<file path="src/rtl/ring_occupancy_tracker.sv">
// ============================================================================
// Module      : ring_occupancy_tracker
// Description : Head/tail/count tracker for a power-of-two ring buffer with
//               single pushes, burst pops, flush and a registered occupancy
//               mask. Define RING_OCC_ERR_EN to add sticky error flags.
// Revision    : 1.0 - initial release
// ============================================================================
`default_nettype none

module ring_occupancy_tracker #(
    parameter int  LOG_DEPTH = 6,
    parameter int  MAX_POP   = 4,
    localparam int DEPTH     = 1 << LOG_DEPTH,
    localparam int POP_W     = $clog2(MAX_POP + 1)
) (
    input  logic                 clk,
    input  logic                 rst,
    input  logic                 flush,
    input  logic                 push_valid,
    output logic                 push_ready,
    input  logic                 pop_valid,
    input  logic [POP_W-1:0]     pop_cnt,
    output logic                 pop_ready,
    output logic [LOG_DEPTH-1:0] head_idx,
    output logic [LOG_DEPTH-1:0] tail_idx,
    output logic [LOG_DEPTH:0]   count,
    output logic                 empty,
    output logic                 full,
    output logic [0:DEPTH-1]     valid_mask
`ifdef RING_OCC_ERR_EN
    ,
    output logic                 err_overflow,
    output logic                 err_underflow
`endif
);

    localparam int             CW        = LOG_DEPTH + 1;
    localparam logic [CW-1:0]  c_DEPTH   = CW'(DEPTH);
    localparam logic [CW-1:0]  c_MAX_POP = CW'(MAX_POP);

    logic [LOG_DEPTH-1:0] r_head;
    logic [LOG_DEPTH-1:0] r_tail;
    logic [CW-1:0]        r_count;
    logic [0:DEPTH-1]     r_mask;

    logic [CW-1:0]        w_pop_ext;
    logic [CW-1:0]        w_pop_amt;
    logic                 w_push_ready;
    logic                 w_pop_ready;
    logic                 w_push_fire;
    logic                 w_pop_fire;
    logic [LOG_DEPTH-1:0] w_head_n;
    logic [LOG_DEPTH-1:0] w_tail_n;
    logic [CW-1:0]        w_count_n;
    logic [0:DEPTH-1]     w_mask_n;

    assign w_pop_ext    = CW'(pop_cnt);
    assign w_push_ready = (r_count != c_DEPTH);
    // Out-of-range pop counts are refused rather than truncated.
    assign w_pop_ready  = (w_pop_ext != '0) && (w_pop_ext <= c_MAX_POP) &&
                          (r_count >= w_pop_ext);
    assign w_push_fire  = push_valid && w_push_ready;
    assign w_pop_fire   = pop_valid && w_pop_ready;
    assign w_pop_amt    = w_pop_fire ? w_pop_ext : '0;

    always_comb begin
        w_head_n  = r_head;
        w_tail_n  = r_tail;
        w_count_n = r_count;
        if (flush) begin
            w_head_n  = r_tail;
            w_count_n = '0;
        end else begin
            w_tail_n  = r_tail + LOG_DEPTH'(w_push_fire);
            w_head_n  = r_head + w_pop_amt[LOG_DEPTH-1:0];
            w_count_n = r_count + CW'(w_push_fire) - w_pop_amt;
        end
    end

    // Entry i is live when its distance from head (mod DEPTH) is below count;
    // this covers the empty, full and wrapped cases uniformly.
    for (genvar i = 0; i < DEPTH; i++) begin : g_mask
        logic [LOG_DEPTH-1:0] w_off;
        assign w_off       = LOG_DEPTH'(i) - w_head_n;
        assign w_mask_n[i] = ({1'b0, w_off} < w_count_n);
    end

    always_ff @(posedge clk) begin
        if (rst) begin
            r_head  <= '0;
            r_tail  <= '0;
            r_count <= '0;
            r_mask  <= '0;
        end else begin
            r_head  <= w_head_n;
            r_tail  <= w_tail_n;
            r_count <= w_count_n;
            r_mask  <= w_mask_n;
        end
    end

`ifdef RING_OCC_ERR_EN
    logic r_err_ovf;
    logic r_err_udf;

    always_ff @(posedge clk) begin
        if (rst) begin
            r_err_ovf <= 1'b0;
            r_err_udf <= 1'b0;
        end else begin
            if (push_valid && !w_push_ready)
                r_err_ovf <= 1'b1;
            if (pop_valid && !w_pop_ready && (w_pop_ext != '0))
                r_err_udf <= 1'b1;
        end
    end

    assign err_overflow  = r_err_ovf;
    assign err_underflow = r_err_udf;
`endif

    assign push_ready = w_push_ready;
    assign pop_ready  = w_pop_ready;
    assign head_idx   = r_head;
    assign tail_idx   = r_tail;
    assign count      = r_count;
    assign empty      = (r_count == '0);
    assign full       = (r_count == c_DEPTH);
    assign valid_mask = r_mask;

endmodule

`default_nettype wire

</file>
<file path="config.mk">
export PLATFORM = sky130hd
export DESIGN_NAME = ring_occupancy_tracker
export DESIGN_NICKNAME = d
export VERILOG_FILES = /design/src/rtl/ring_occupancy_tracker.sv
export SDC_FILE = /design/constraint.sdc
export NUM_CORES = 1
export LEC_CHECK = 0
export ABC_AREA = 1
export BUFFER_PORTS_ARGS = -buffer_cell sky130_fd_sc_hd__buf_2
export CORE_ASPECT_RATIO = 0.8
export CORE_UTILIZATION = 50
export CTS_CLUSTER_SIZE = 14
export DETAILED_ROUTE_END_ITERATION = 10
export PLACE_DENSITY = 0.73
export SLEW_MARGIN = 20
export SYNTH_ARGS = -nofsm -noshare
export SYNTH_HDL_FRONTEND = slang
export SYNTH_SLANG_ARGS = --single-unit
</file>
<file path="constraint.sdc">
create_clock -name clk -period 9.6 [get_ports clk]
set_input_delay 1.44 -clock clk [delete_from_list [all_inputs] [get_ports clk]]
set_output_delay 1.44 -clock clk [all_outputs]
set_load 0.005 [all_outputs]
</file>
==> flow_metrics.env <==
export IMPL_startpoint_type="input port"
export IMPL_tightest_slew_ps=1100
export IMPL_grt_pass1_vias=6622
export IMPL_p_int_w=0.00146
export IMPL_setup_slack_ps=4010
export IMPL_comb_power_share_pct=67.6
export IMPL_die_area_um2=15900
export IMPL_leakage_nw=5.01
export IMPL_core_region_area_um2=15000
export IMPL_wl_um=18400
export IMPL_tns_ps=0
export IMPL_fill_cells=1473
export IMPL_fin_skew_ps=6.98
export IMPL_dr_total_vias=7326
export IMPL_htree_levels=3
export IMPL_swShare_pct=47.9
export IMPL_grt_pass1_wl_um=31200
export IMPL_pwr_share_clk_pct=13.2
export IMPL_gp_congestion=0.875
export IMPL_crit_required_ps=9820
export IMPL_clk_pin_slew_ps=60
export IMPL_arrival_ps=5810
export IMPL_avgRoutedWirePerCell_um=12.8
export IMPL_num_antenna_cells=0
export IMPL_slew_headroom_pct=26.7
export IMPL_worstSetupEndpointType="register"
export IMPL_drv_cap=0
export IMPL_syn_num_nets=1333
export IMPL_die_w_um=141
export IMPL_ys_seq_area_share_pct=21.6
export IMPL_yosysUniqueCellTypes=37
export IMPL_rsz0062_at_grt="no"
export IMPL_power_density_nw_per_um2=328
export IMPL_yosysWarnings=0
export IMPL_syn_inst=1166
export IMPL_drt_pass1_iterations=5
export IMPL_cts_buffers=9
export IMPL_grt_overflow=0
export IMPL_rows=40
export IMPL_post_route_min_period_ps=5590
export IMPL_post_synth_cell_area_avg_um2=6.59
export IMPL_grt_use_total_pct=24.2
export IMPL_setup_violations_final=0
export IMPL_ant_nets=0
export IMPL_tritoncts="yes"
export IMPL_fmax_ghz=0.179
export IMPL_syn_to_final_growth_pct=11.1
export IMPL_status="completed"
export IMPL_hp_class="register to register"
export IMPL_ctsRootBufferMaster="clkbuf_16"
export IMPL_io_buffers=94
export IMPL_synth_area_um2=7690
export IMPL_grt_max_degree=66
export IMPL_clkSinkCount=83
export IMPL_viasPerCell=5.11
export IMPL_ctsResizeCount=0
export IMPL_drv_slew=0
export IMPL_worst_ir_drop_vdd_mv=0.151
export IMPL_clockBufferDepth=2
export IMPL_die_h_um=113
export IMPL_hold_violations=0
export IMPL_cts_hold_buf=0
export IMPL_drc=0
export IMPL_ios=95
export IMPL_drive_gt1_share_pct=12.0
export IMPL_ys_seq_elements=83
export IMPL_cts_setup_buffers=0
export IMPL_period_share_pct=58.3
export IMPL_nets=1408
export IMPL_worst_setup_path_type="input port to register"
export IMPL_clock_latency_ps=350
export IMPL_post_place_ws_ps=3730
export IMPL_p_switching_w=0.00134
export IMPL_initial_utilization_pct=51.2
export IMPL_antenna_found_initial=0
export IMPL_drt_iter0_drc=481
export IMPL_power_frac_seq_pct=19.1
export IMPL_dp_hpwl_um=13800
export IMPL_critPathMaxFanout=15
cells by family (layout without fill, tap and decap cells):
| logic type | after synthesis | in the layout | synth area share (%) |
|---|---|---|---|
| flops | 83 | 83 | 21.6 |
| fa+ha+maj | 159 | 159 | 26.1 |
| compound gates | 84 | 84 | 6.00 |
| buf+inv | 138 | 218 | 8.07 |
| simple gates | 682 | 682 | 36.0 |
| xor+xnor | 20 | 20 | 2.28 |
final timing paths:
check               from              to  slack (ps)  cells past startpoint
max           pop_cnt[2]  valid_mask[17]        4010                     28
min reg2reg  tail_idx[4]     tail_idx[5]         500                      1
min          tail_idx[4]     tail_idx[5]         500                      1
max reg2reg     count[2]  valid_mask[17]        4880                     26
synthesized netlist by cell type:
library cell,n,area (um^2)
nand2_1,486,1820
o21bai_1,1,7.51
nor4_1,1,6.26
nor2_8,1,20.0
buf_1,3,11.3
nor3_1,1,5.00
inv_4,2,12.5
a21o_1,1,7.51
nor2_4,1,11.3
nand2_2,8,50.1
fa_1,2,40.0
a31o_2,1,8.76
nand3_1,80,400
o21ai_0,7,35.0
and3_1,2,12.5
a21oi_1,64,320
a21oi_4,1,16.3
nor2_1,90,338
xor2_1,17,149
clkbuf_1,6,22.5
buf_2,9,45.0
nor2_2,2,12.5
buf_6,5,56.3
xnor2_1,3,26.3
ha_1,157,1960
o21ai_2,4,35.0
inv_2,6,22.5
nand3_2,2,20.0
inv_1,93,349
a31oi_1,3,18.8
clkinv_1,1,3.75
nand4_1,5,31.3
dfxtp_1,83,1660
buf_4,13,97.6
nand2_4,3,33.8
a21boi_0,1,7.51
o21ai_1,1,5.00
per-layer routing:
layer	vias to the layer above	part of all wire (%)	wire, um	GRT usage, %
met5	-	0	0	0
met4	0	2.1	393	8.26
met3	29	5.4	997	4.02
met2	187	43	7820	38.7
met1	3236	50	9190	33.1
li1	3874	-	-	-
cell type report:
| type | count | area [um^2] | area share (%) |
|---|---|---|---|
| multi-input cells | 945 | 5420 | 63.5 |
| flip-flops and latches | 83 | 1660 | 19.5 |
| clock buffers | 9 | 225 | 2.64 |
| inverters | 102 | 388 | 4.54 |
| repair buffers | 100 | 515 | 6.03 |
| clock inverters | 7 | 92.6 | 1.08 |
| well taps | 189 | 236 | 2.77 |
cells in the final DEF, fill, tap and decap left out, drive strengths merged, types with 2 or more instances in the layout:
master and count:
a21oi 65, a31oi 3, and3 2, buf 100, bufinv 2, clkbuf 9
clkinv 6, dfxtp 83, fa 2, ha 157, inv 101, nand2 497
nand3 82, nand4 5, nor2 94, o21ai 12, xnor2 3, xor2 17
power groups by stage:
| stage | logic (W) | clock network, W | registers, W |
|---|---|---|---|
| floorplan | 0.00136 | 0 | 0.000561 |
| global placement | 0.00183 | 0 | 0.000544 |
| detailed placement | 0.00188 | 0 | 0.000542 |
| CTS | 0.00190 | 0.000379 | 0.000538 |
| global route | 0.00223 | 0.000390 | 0.000548 |
| finish | 0.00189 | 0.000371 | 0.000535 |
worst max-delay path, cell delays in order:
cell and delay [ps]:
buf_2 70, inv_1 60, ha_1 300, nand2_1 70, o21ai_0 140, nand2_1 70
nand2_1 60, nand2_1 40, nand2_1 70, nand3_1 110, nor2_1 230, ha_1 270
inv_1 70, fa_1 390, xor2_1 180, a21oi_4 480, inv_4 150, ha_1 250
inv_1 280, nor2_1 110, xor2_1 240, inv_1 70, ha_1 300, nand3_1 90
nand2_1 90, nand2_1 50, nand2_1 60, nand2_1 60
registers in the layout (all words and copies together), names as in the netlist:
name / cells
count: 7
head_idx: 6
tail_idx: 6
valid_mask: 64
through the flow:
step	total power [W]	instances	hold slack, ps	area (um^2)	util (%)
finish	0.00280	1435	503	8540	56.9
global route	0.00317	1435	530	8540	56.9
CTS	0.00282	1435	504	8540	56.9
detailed placement	0.00243	1419	493	8220	54.8
global placement	0.00238	1419	494	8220	54.8
floorplan	0.00192	1166	467	7690	-
Power figures use the tool's default switching activity.
